File: src/rtl/qdr_tester_pkg.sv
// Shared types for the QDR user-port tester: FSM states, counter widths and the address-derived test pattern.
// Pure declarations; no timing or flow control of its own.
package qdr_tester_pkg;

  localparam int ERR_CNT_W = 16;
  localparam int PAT_MAX_W = 64;

  typedef enum logic [2:0] {
    ST_IDLE  = 3'd0,
    ST_WRITE = 3'd1,
    ST_GAP   = 3'd2,
    ST_READ  = 3'd3,
    ST_WAIT  = 3'd4,
    ST_DONE  = 3'd5
  } state_t;

  // Word for address a: lo = a (optionally inverted), hi = ~lo. Caller truncates to 2*dw bits.
  function automatic logic [2*PAT_MAX_W-1:0] pattern(input logic [PAT_MAX_W-1:0] addr,
                                                      input logic                 inv,
                                                      input int                   dw);
    logic [2*PAT_MAX_W-1:0] w;
    w = '0;
    for (int i = 0; i < PAT_MAX_W; i++) begin
      if (i < dw) begin
        w[i]      = addr[i] ^ inv;
        w[i + dw] = ~(addr[i] ^ inv);
      end
    end
    return w;
  endfunction

endpackage

File: src/rtl/qdr_tester_fifo.sv
// Synchronous FIFO tracking read addresses in flight; head visible combinationally, push/pop same cycle allowed.
// Push while full is dropped unless a pop happens in the same cycle; flush empties it in one cycle.
module qdr_tester_fifo #(
  parameter int WIDTH = 22,
  parameter int DEPTH = 16
) (
  input  logic                   clk0,
  input  logic                   reset_n,
  input  logic                   flush,
  input  logic                   push,
  input  logic [WIDTH-1:0]       din,
  input  logic                   pop,
  output logic [WIDTH-1:0]       dout,
  output logic                   full,
  output logic                   empty,
  output logic [$clog2(DEPTH):0] count
);

  localparam int PTR_W = $clog2(DEPTH);

  logic [WIDTH-1:0] mem [DEPTH];
  logic [PTR_W-1:0] wr_ptr;
  logic [PTR_W-1:0] rd_ptr;
  logic             do_push;
  logic             do_pop;

  assign full    = (count == (PTR_W + 1)'(DEPTH));
  assign empty   = (count == '0);
  assign do_push = push && (!full || pop);
  assign do_pop  = pop && !empty;
  assign dout    = mem[rd_ptr];

  always_ff @(posedge clk0) begin
    if (!reset_n || flush) begin
      wr_ptr <= '0;
      rd_ptr <= '0;
      count  <= '0;
    end else begin
      if (do_push) wr_ptr <= wr_ptr + 1'b1;
      if (do_pop)  rd_ptr <= rd_ptr + 1'b1;
      case ({do_push, do_pop})
        2'b10:   count <= count + 1'b1;
        2'b01:   count <= count - 1'b1;
        default: count <= count;
      endcase
    end
  end

  always_ff @(posedge clk0) begin
    if (do_push && !flush) mem[wr_ptr] <= din;
  end

endmodule

File: src/rtl/qdr_usr_tester.sv
// Write/readback memory tester on the QDR controller user port; first write strobe the cycle after start is accepted.
// Read issue stalls while MAX_OUTSTANDING reads are unanswered; returns are accepted every cycle with no backpressure.
module qdr_usr_tester
  import qdr_tester_pkg::*;
#(
  parameter int DATA_WIDTH      = 18,
  parameter int BW_WIDTH        = 2,
  parameter int ADDR_WIDTH      = 22,
  parameter int TEST_ADDR_BITS  = 8,
  parameter int MAX_OUTSTANDING = 16,
  parameter int RD_TIMEOUT      = 64,
  parameter int WR_RD_GAP       = 16
) (
  input  logic                      clk0,
  input  logic                      reset_n,
  input  logic                      phy_rdy,
  input  logic                      start,
  input  logic                      invert,
  output logic                      usr_rd_strb,
  output logic                      usr_wr_strb,
  output logic [ADDR_WIDTH-1:0]     usr_addr,
  output logic [2*DATA_WIDTH-1:0]   usr_wr_data,
  output logic [2*BW_WIDTH-1:0]     usr_wr_be,
  input  logic [2*DATA_WIDTH-1:0]   usr_rd_data,
  input  logic                      usr_rd_dvld,
  output logic                      busy,
  output logic                      done,
  output logic                      pass,
  output logic                      timeout,
  output logic [ERR_CNT_W-1:0]      err_count,
  output logic [ADDR_WIDTH-1:0]     first_err_addr
);

  localparam int CNT_W = $clog2(MAX_OUTSTANDING) + 1;
  localparam int TMR_W = 16;
  localparam logic [TEST_ADDR_BITS-1:0] LAST_IDX = '1;
  localparam logic [TMR_W-1:0]          GAP_LAST = TMR_W'(WR_RD_GAP - 1);
  localparam logic [TMR_W-1:0]          TO_LAST  = TMR_W'(RD_TIMEOUT - 1);

  typedef logic [2*DATA_WIDTH-1:0] word_t;

  state_t                    state;
  logic [TEST_ADDR_BITS-1:0] idx;
  logic [TEST_ADDR_BITS-1:0] pat_idx;
  logic                      pat_inv;
  logic                      inv_q;
  logic                      first_seen;
  logic [TMR_W-1:0]          gap_cnt;
  logic [TMR_W-1:0]          to_cnt;
  word_t                     wr_word;
  word_t                     exp_word;
  logic [ERR_CNT_W-1:0]      err_nxt;

  logic                      fifo_push;
  logic                      fifo_pop;
  logic                      fifo_flush;
  logic                      fifo_full;
  logic                      fifo_empty;
  logic [ADDR_WIDTH-1:0]     fifo_head;
  logic [CNT_W-1:0]          fifo_count;

  logic rx_act, mismatch, spurious, gap_done, can_push, issue;
  logic abort, to_hit, wait_done, finish;

  assign usr_wr_be = '1;

  // Next write word: address 0 with the live invert input at start, else the following address.
  always_comb begin
    pat_idx = (state == ST_IDLE) ? '0 : idx + 1'b1;
    pat_inv = (state == ST_IDLE) ? invert : inv_q;
  end

  assign wr_word  = word_t'(pattern(PAT_MAX_W'(pat_idx), pat_inv, DATA_WIDTH));
  assign exp_word = word_t'(pattern(PAT_MAX_W'(fifo_head), inv_q, DATA_WIDTH));

  assign rx_act   = (state == ST_READ) || (state == ST_WAIT);
  assign fifo_pop = rx_act && usr_rd_dvld && !fifo_empty;
  assign mismatch = fifo_pop && (usr_rd_data != exp_word);
  assign spurious = rx_act && usr_rd_dvld && fifo_empty;

  always_comb begin
    err_nxt = err_count;
    if ((mismatch || spurious) && (err_count != '1)) err_nxt = err_count + 1'b1;
  end

  // A slot freed by this cycle's return may be reused by this cycle's issue.
  assign gap_done  = (state == ST_GAP) && (gap_cnt == GAP_LAST);
  assign can_push  = !fifo_full || fifo_pop;
  assign issue     = ((state == ST_READ) || gap_done) && can_push && phy_rdy;
  assign fifo_push = issue;

  assign abort     = (state inside {ST_WRITE, ST_GAP, ST_READ, ST_WAIT}) && !phy_rdy;
  assign to_hit    = rx_act && !fifo_empty && !usr_rd_dvld && (to_cnt == TO_LAST);
  assign wait_done = (state == ST_WAIT) && (fifo_count == '0);
  assign finish    = abort || to_hit || wait_done;
  assign fifo_flush = finish;

  qdr_tester_fifo #(
    .WIDTH (ADDR_WIDTH),
    .DEPTH (MAX_OUTSTANDING)
  ) u_exp_fifo (
    .clk0    (clk0),
    .reset_n (reset_n),
    .flush   (fifo_flush),
    .push    (fifo_push),
    .din     (ADDR_WIDTH'(idx)),
    .pop     (fifo_pop),
    .dout    (fifo_head),
    .full    (fifo_full),
    .empty   (fifo_empty),
    .count   (fifo_count)
  );

  always_ff @(posedge clk0) begin
    if (!reset_n) begin
      state          <= ST_IDLE;
      idx            <= '0;
      inv_q          <= 1'b0;
      first_seen     <= 1'b0;
      gap_cnt        <= '0;
      to_cnt         <= '0;
      usr_rd_strb    <= 1'b0;
      usr_wr_strb    <= 1'b0;
      usr_addr       <= '0;
      usr_wr_data    <= '0;
      busy           <= 1'b0;
      done           <= 1'b0;
      pass           <= 1'b0;
      timeout        <= 1'b0;
      err_count      <= '0;
      first_err_addr <= '0;
    end else begin
      err_count <= err_nxt;
      to_cnt    <= (rx_act && !fifo_empty && !usr_rd_dvld) ? to_cnt + 1'b1 : '0;

      if (mismatch && !first_seen) begin
        first_seen     <= 1'b1;
        first_err_addr <= fifo_head;
      end

      case (state)
        ST_IDLE: begin
          if (start && phy_rdy) begin
            state          <= ST_WRITE;
            busy           <= 1'b1;
            done           <= 1'b0;
            pass           <= 1'b0;
            timeout        <= 1'b0;
            err_count      <= '0;
            first_err_addr <= '0;
            first_seen     <= 1'b0;
            inv_q          <= invert;
            idx            <= '0;
            usr_wr_strb    <= 1'b1;
            usr_addr       <= '0;
            usr_wr_data    <= wr_word;
          end
        end
        ST_WRITE: begin
          if (idx == LAST_IDX) begin
            usr_wr_strb <= 1'b0;
            idx         <= '0;
            gap_cnt     <= '0;
            state       <= ST_GAP;
          end else begin
            idx         <= pat_idx;
            usr_addr    <= ADDR_WIDTH'(pat_idx);
            usr_wr_data <= wr_word;
          end
        end
        ST_GAP: begin
          gap_cnt <= gap_cnt + 1'b1;
          if (gap_done) state <= ST_READ;
        end
        ST_READ: begin
          if (!issue) usr_rd_strb <= 1'b0;
        end
        ST_WAIT: usr_rd_strb <= 1'b0;
        default: state <= ST_IDLE;
      endcase

      if (issue) begin
        usr_rd_strb <= 1'b1;
        usr_addr    <= ADDR_WIDTH'(idx);
        if (idx == LAST_IDX) state <= ST_WAIT;
        else                 idx   <= idx + 1'b1;
      end

      // Completion, timeout and abort all retire through here; the FIFO is flushed alongside.
      if (finish) begin
        state       <= ST_IDLE;
        busy        <= 1'b0;
        done        <= 1'b1;
        usr_rd_strb <= 1'b0;
        usr_wr_strb <= 1'b0;
        usr_addr    <= '0;
        usr_wr_data <= '0;
        to_cnt      <= '0;
        timeout     <= to_hit && !abort;
        pass        <= !abort && !to_hit && (err_nxt == '0);
      end
    end
  end

endmodule

File: config.mk
export PLATFORM = sky130hd
export DESIGN_NAME = qdr_usr_tester
export DESIGN_NICKNAME = d
export VERILOG_FILES = /design/src/rtl/qdr_tester_pkg.sv /design/src/rtl/qdr_tester_fifo.sv /design/src/rtl/qdr_usr_tester.sv
export SDC_FILE = /design/constraint.sdc
export NUM_CORES = 1
export LEC_CHECK = 0
export BUFFER_PORTS_ARGS = -buffer_cell sky130_fd_sc_hd__buf_2
export CAP_MARGIN = 15
export CELL_PAD_IN_SITES_DETAIL_PLACEMENT = 1
export CELL_PAD_IN_SITES_GLOBAL_PLACEMENT = 1
export CORE_UTILIZATION = 40
export CTS_CLUSTER_SIZE = 28
export DETAILED_ROUTE_END_ITERATION = 12
export PLACE_DENSITY = 0.69
export SLEW_MARGIN = 20
export SYNTH_ARGS = -nofsm -noshare
export SYNTH_HDL_FRONTEND = slang
export SYNTH_SLANG_ARGS = --single-unit
File: constraint.sdc
create_clock -name clk0 -period 4.5 [get_ports clk0]
set_clock_uncertainty 0.2 [all_clocks]
set_input_delay 0.45 -clock clk0 [delete_from_list [all_inputs] [get_ports clk0]]
set_output_delay 0.45 -clock clk0 [all_outputs]
set_load 0.1 [all_outputs]
## After elaboration in Yosys (flattened, before gate mapping)

Memory sizes are Yosys's and may differ from the RTL's. A register that Yosys moved wholly into a read port is not among the register bits.
Index checks and enable logic that the tools add are counted.

- $mul: 0
- Reduce and logical (&&, ||, !) cells: 58
- Magnitude comparators: 0
- Div/mod/pow operators: 0
- Shift operators: 0
- Add/sub/neg operators: 8
- Mux-type cells: 46
- Bitwise operators: 55
- Equal/unequal tests: 17

Operators with widths:

| operator | number |
|---|---|
| two-way mux 22 bit | 5 |
| two-way mux 36 bit | 2 |
| one-hot mux 36 bit (2 select lines) | 1 |
| two-way mux 16 bit | 4 |
| adder 16 x 1 -> 16 bit, second input constant | 3 |
| two-way mux 8 bit | 6 |
| one-hot mux 22 bit (2 select lines) | 1 |
| inequality test 36 bit | 1 |
| one-hot mux 16 bit (2 select lines) | 1 |
| inverter 1 bit | 29 |
| logical AND 1 bit | 21 |
| equality test 16 x 4 -> 1 bit, second input constant | 1 |
| equality test 16 x 6 -> 1 bit, second input constant | 1 |
| zero test 16 bit | 1 |
| inequality test 16 bit, second input constant | 1 |
| one-hot mux 8 bit (2 select lines) | 1 |
| bitwise XOR 1 bit | 16 |
| two-way mux 1 bit | 15 |
| two-way mux 3 bit | 5 |
| one-hot mux 3 bit (4 select lines) | 1 |
| nonzero test 2 bit | 6 |
| one-hot mux 5 bit (2 select lines) | 1 |
| bitwise XOR 1 bit, first input constant | 10 |
| zero test 1 bit | 9 |
| 26 further kinds | 42 |

- Bits of input ports: 42
- Logic and storage cells: 205
- Memory bits (read-only): 0
- Output and inout port bits: 106
- Register bits after elaboration: 160
- Memories: 1
- Bits in latches: 0
- RAM bits: 128

Memories:

| name | words | width | rd ports | clocked after Yosys merged registers in | write ports | RTL line | source |
|---|---|---|---|---|---|---|---|
| u_exp_fifo.mem | 16 | 8 | 1 | 1 | 1 | qdr_tester_fifo.sv:21 | `logic [WIDTH-1:0] mem [DEPTH];` |

## Longest topological paths before layout

- Depth in word-level cells: 11
- Depth in mapped cells: 17
- Depth with buffers taken out: 17

## Hierarchy

From an unflattened synthesis, not the netlist that was laid out.

- Cell total of the unflattened synthesis: 1,433
- Area, all modules: 20,442.1 um2

Modules (own cells, without submodules):

| module | area an instance (um2) | cells each | instances | sequential area each (um2) |
|---|---|---|---|---|
| qdr_tester_fifo | 14,148.6 | 658 | 1 | 10,910.5 |
| qdr_usr_tester | 6,293.5 | 775 | 1 | 2,302.2 |

## Worst setup path after synthesis

Ideal clock, no wire load.

- Path type: reg2reg
- Start point: register (tool-made name)
- End point: register pass
- Period minus slack after synthesis: 3.738 ns
- Required time: 4.216 ns
- Path buffers: 3
- Library setup time: 0.084 ns
- Data arrival time: 3.454 ns
- Setup slack: 0.762 ns
- Cell stages (with the launch flop): 15
- Cell sequence: dfxtp_1 clkbuf_1 mux4_2 mux4_2 xnor2_1 mux2i_1 o2111ai_1 a211oi_2 nand4_1 buf_4 and3_4 buf_6 a211o_1 o2bb2ai_1 o31ai_2

RTL lines:

| item | RTL line | source |
|---|---|---|
| end signal: assignment | qdr_usr_tester.sv:200 | `pass <= !abort && !to_hit && (err_nxt == '0);` |
| end: declaration | qdr_usr_tester.sv:28 | `output logic pass,` |

==> impl_summary.txt <==
----------------------------------------------------
[Place]
  Gpl congestion ... slightly below 0.8
  Buffers added on ports ... between 100 and 150
  HPWL Detailed ... approximately 22000 microns
  Number of placed instances with taps included ... 1553

[Power]
  Leakage component of the power ... approximately 5.2 nW
  Largest voltage drop on the vdd net ... about 0.00032 V
  Areal power density over the cells ... 378 nW/um^2

[STA]
  Final number of hold-violating endpoints ... 0
  Worst relative slew slack ... 0.269
  Highest achievable clock rate ... approximately 240 MHz
  Slew Viols, Final ... 0
  RSZ-0062 raised after global routing ... false
  Final period demand of the worst path ... ~4.2 ns
  Final setup violation count ... 0
  Final TNS setup ... 0 ns
  Share of the clock period used by the worst path ... 0.939
  Transition time at the pin with the least slew margin ... around 1.1 ns

[Yosys]
  Number of warning messages in the yosys log ... 0
  Part of the Yosys area used for sequential elements ... 0.547
  Asr flop ratio synth ... 0
  Synthesized area ... about 12000 sq um
  Top area cells in the synthesized netlist ... edfxtp_1 32%, dfxtp_1 22%, mux4_2 4.6%
  Number of cells produced by synthesis ... around 1100
  Compound-Gate Fraction of Synth Area ... 0.0855
  Number of distinct library cell variants in the gate-level netlist after synthesis ... 70
  Post-synthesis cell type with the largest combined area ... edfxtp_1
  Seq cells post-synth ... 260
  Main flop type after synthesis ... dfxtp_1
  Area share of the leading cell type in the synthesized netlist ... 0.324
  Simple-Gate Fraction of Synth Area ... 0.172
  Multiplexer share of the synthesized area ... 0.0892
  Synth Area in XOR/XNOR ... 0.0458
  Post-synth EDFFs ... between 100 and 150
  Main combinational cell family by area after synthesis ... simple AND/OR/NAND/NOR gates
  Avg Cell Area, Syn ... roughly 11 sq um
  Adder-cell area share of the yosys netlist ... 0.0154

[Die]
  X dimension of the die ... between 150 and 200 microns
  Core footprint ... 28900 sq um
  Starting density of the core ... 0.410
  Die Outline Area ... ~30000 sq um
  Number of placed I/O pins ... 148
  Die Height ... approximately 170 microns
  Number of cell rows ... 62

[Routing]
  1st-iter DRT viols ... 492
  Detail Route Antenna Nets ... 0
  Overall via count from detail_route ... between 8000 and 9000
  Post-route DRC ... 0
  Detail-routed net length per standard cell ... 19.2 microns
  Via-to-Cell Ratio ... about 5.4
  First-pass iteration count of the detailed router ... 5
  Wire length after detailed routing ... around 31000 microns

[Setup path]
  Most frequent CP cell ... mux4_2
  Critical path capture point type ... flip-flop
  Slowest stage cell on the critical path ... mux4_2
  Crit path largest cell delay ... roughly 0.56 ns
  Crit Path Category ... reg2reg
  Startpoint types ... flip-flop
  Crit-path cells ... buf_12 > mux4_2 > mux4_2 > xor2_1 > o2111ai_1 > a211oi_1 > o2bb2a_1 > nand4_1 > and4b_1 > mux2i_1 > a2111o_1 > o31ai_2
  CP arrival ... around 4.5 ns
  WP data required ... roughly 4.7 ns
  CP Max Fanout ... 12
  Crit path max-delay family ... compound AO/OA/AOI/OAI gates
  Buffers and inverters on the worst path ... 1

[Global routing]
  Total routing resource utilization after global routing ... 0.203
  Pin count of the biggest net entering global routing ... 39
  Initial antenna violation count ... 0
  Total global routing overflow ... 0
  Vias in the first global route ... around 8700
  Global-route wire length before repair ... just under 50000 microns

[Cells and area]
  Final-stage net count ... about 1300
  Diodes inserted ... 0
  Sequential cell area ... about 6500 sq um
  Synth-to-layout area growth ... 15.9%
  Most common cell after layout, fill and taps aside ... dfxtp_1
  Area taken by multi-input logic gates ... approximately 5000 sq um
  Final non-filler cell total ... around 1600
  Leading cell types in the layout, fill and taps excluded ... 131 x dfxtp_1, 129 x nor2_1, 129 x buf_2
  Share of layout cells above drive strength 1 ... 0.201
  Fill cell count ... ~3200
  Share of the core filled with cells ... 0.475

[Clock network]
  Clock transition at the registers of the reported paths ... about 0.070 ns
  Buffer count from post-CTS setup fixing ... 0
  H-tree depth ... 1
  Post-cts resize count ... 0
  Clk buf depth ... 3
  Clock insertion delay at the later pin of the skew report ... between 0.5 and 0.6 ns
  Cts hold-fix bufs ... 0
  TritonCTS sink count ... 260
  Clock root buffer master ... clkbuf_16
  TritonCTS clock tree ... done
  Number of buffers inserted during clock tree synthesis ... 27

[Run]
  Max-capacitance violation count ... 0

[Status]
  Status ... complete, no violations

[Hold path]
  Worst hold path type ... in2reg

----------------------------------------------------
## cells by family after synthesis
family / after synthesis
other cells: 2
xor+xnor: 62
compound gates: 157
fa+ha+maj: 14
buf+inv: 94
mux: 75
simple gates: 405
flops: 260
## Yosys cell counts, types with 3 or more instances
library cell,number
buf_2,4
nand2b_1,7
nand2_1,68
a21boi_0,6
edfxtp_1,128
nor2_1,129
o2111ai_1,4
or4_1,6
nand3b_1,4
nand4_1,22
o21ai_0,42
and2_1,22
a31oi_1,7
clkbuf_1,31
o211a_1,3
mux2i_1,46
xor2_1,30
ha_1,13
and3_1,22
dfxtp_1,132
xnor2_1,32
mux4_2,24
nor3b_1,7
a21oi_1,40
nand3_1,41
nor4_1,7
a211oi_1,5
buf_4,41
a22oi_1,14
a21o_1,3
o21a_1,8
o211ai_1,6
nor2b_1,21
inv_1,11
nor3_1,19
and4_1,4
mux2_2,4
or3_1,11
## area by class of cell
| cell class | instances | area share |
|---|---|---|
| inverter | 13 | 0.00355 |
| timing repair buffer | 165 | 0.0694 |
| tap | 384 | 0.0350 |
| multi-input combinational | 731 | 0.357 |
| clock inverter | 14 | 0.00947 |
| sequential | 260 | 0.472 |
| clock buffer | 36 | 0.0531 |
## state kept, by name (all words and copies together), names as in the netlist, 3 cells and up, named ones only
register	count
first_err_addr	22
err_count	16
usr_addr	8
to_cnt	16
usr_wr_data	18
gap_cnt	16
u_exp_fifo.count	5
idx	8
u_exp_fifo.wr_ptr	4
u_exp_fifo.rd_ptr	4
u_exp_fifo.mem	128
state	3
## per-stage QoR
step	power, W	hold slack, ns	worst slack [ns]	area (sq um)
2_1_floorplan	0.00299	0.230	0.762	11900
3_3_place_gp	0.00306	0.238	0.420	12900
3_5_place_dp	0.00306	0.242	0.309	12900
4_1_cts	0.00525	0.0191	0.257	13700
5_1_grt	0.00535	0.0576	0.0743	13700
6_report	0.00519	0.0457	0.274	13700
## power breakdown
| group | leakage (nW) | internal, W | total (W) | switching (W) |
|---|---|---|---|---|
| clock | 0.419 | 0.00126 | 0.00218 | 0.000921 |
| combinational | 2.45 | 0.0000802 | 0.000510 | 0.000429 |
| sequential | 2.29 | 0.00248 | 0.00250 | 0.0000143 |
## metal layers
layer,vias up,GRT usage,part of all wire
li1,4109,-,-
met1,4320,0.271,0.46
met2,187,0.346,0.48
met3,45,0.0300,0.042
met4,0,0.0512,0.021
met5,-,0,0
## path summary, 6_finish.rpt
path                                                    from                           end  slack (ns)  cells after the start
worst max register to register                     flip-flop             pass$_SDFFE_PN0P_        0.27                     12
worst min-delay path                                  invert            inv_q$_SDFFE_PN0P_        0.05                      3
worst min register to register  usr_wr_data[22]$_SDFFE_PP0P_  usr_wr_data[22]$_SDFFE_PP0P_        0.25                      2
worst max-delay path                               flip-flop             pass$_SDFFE_PN0P_        0.27                     12
## tightest hold or removal path, stage by stage
cell      delay [ns]
buf_2           0.13
nand2_1         0.07
a21boi_0        0.08
Note: power is estimated with default switching activity, not from simulation.
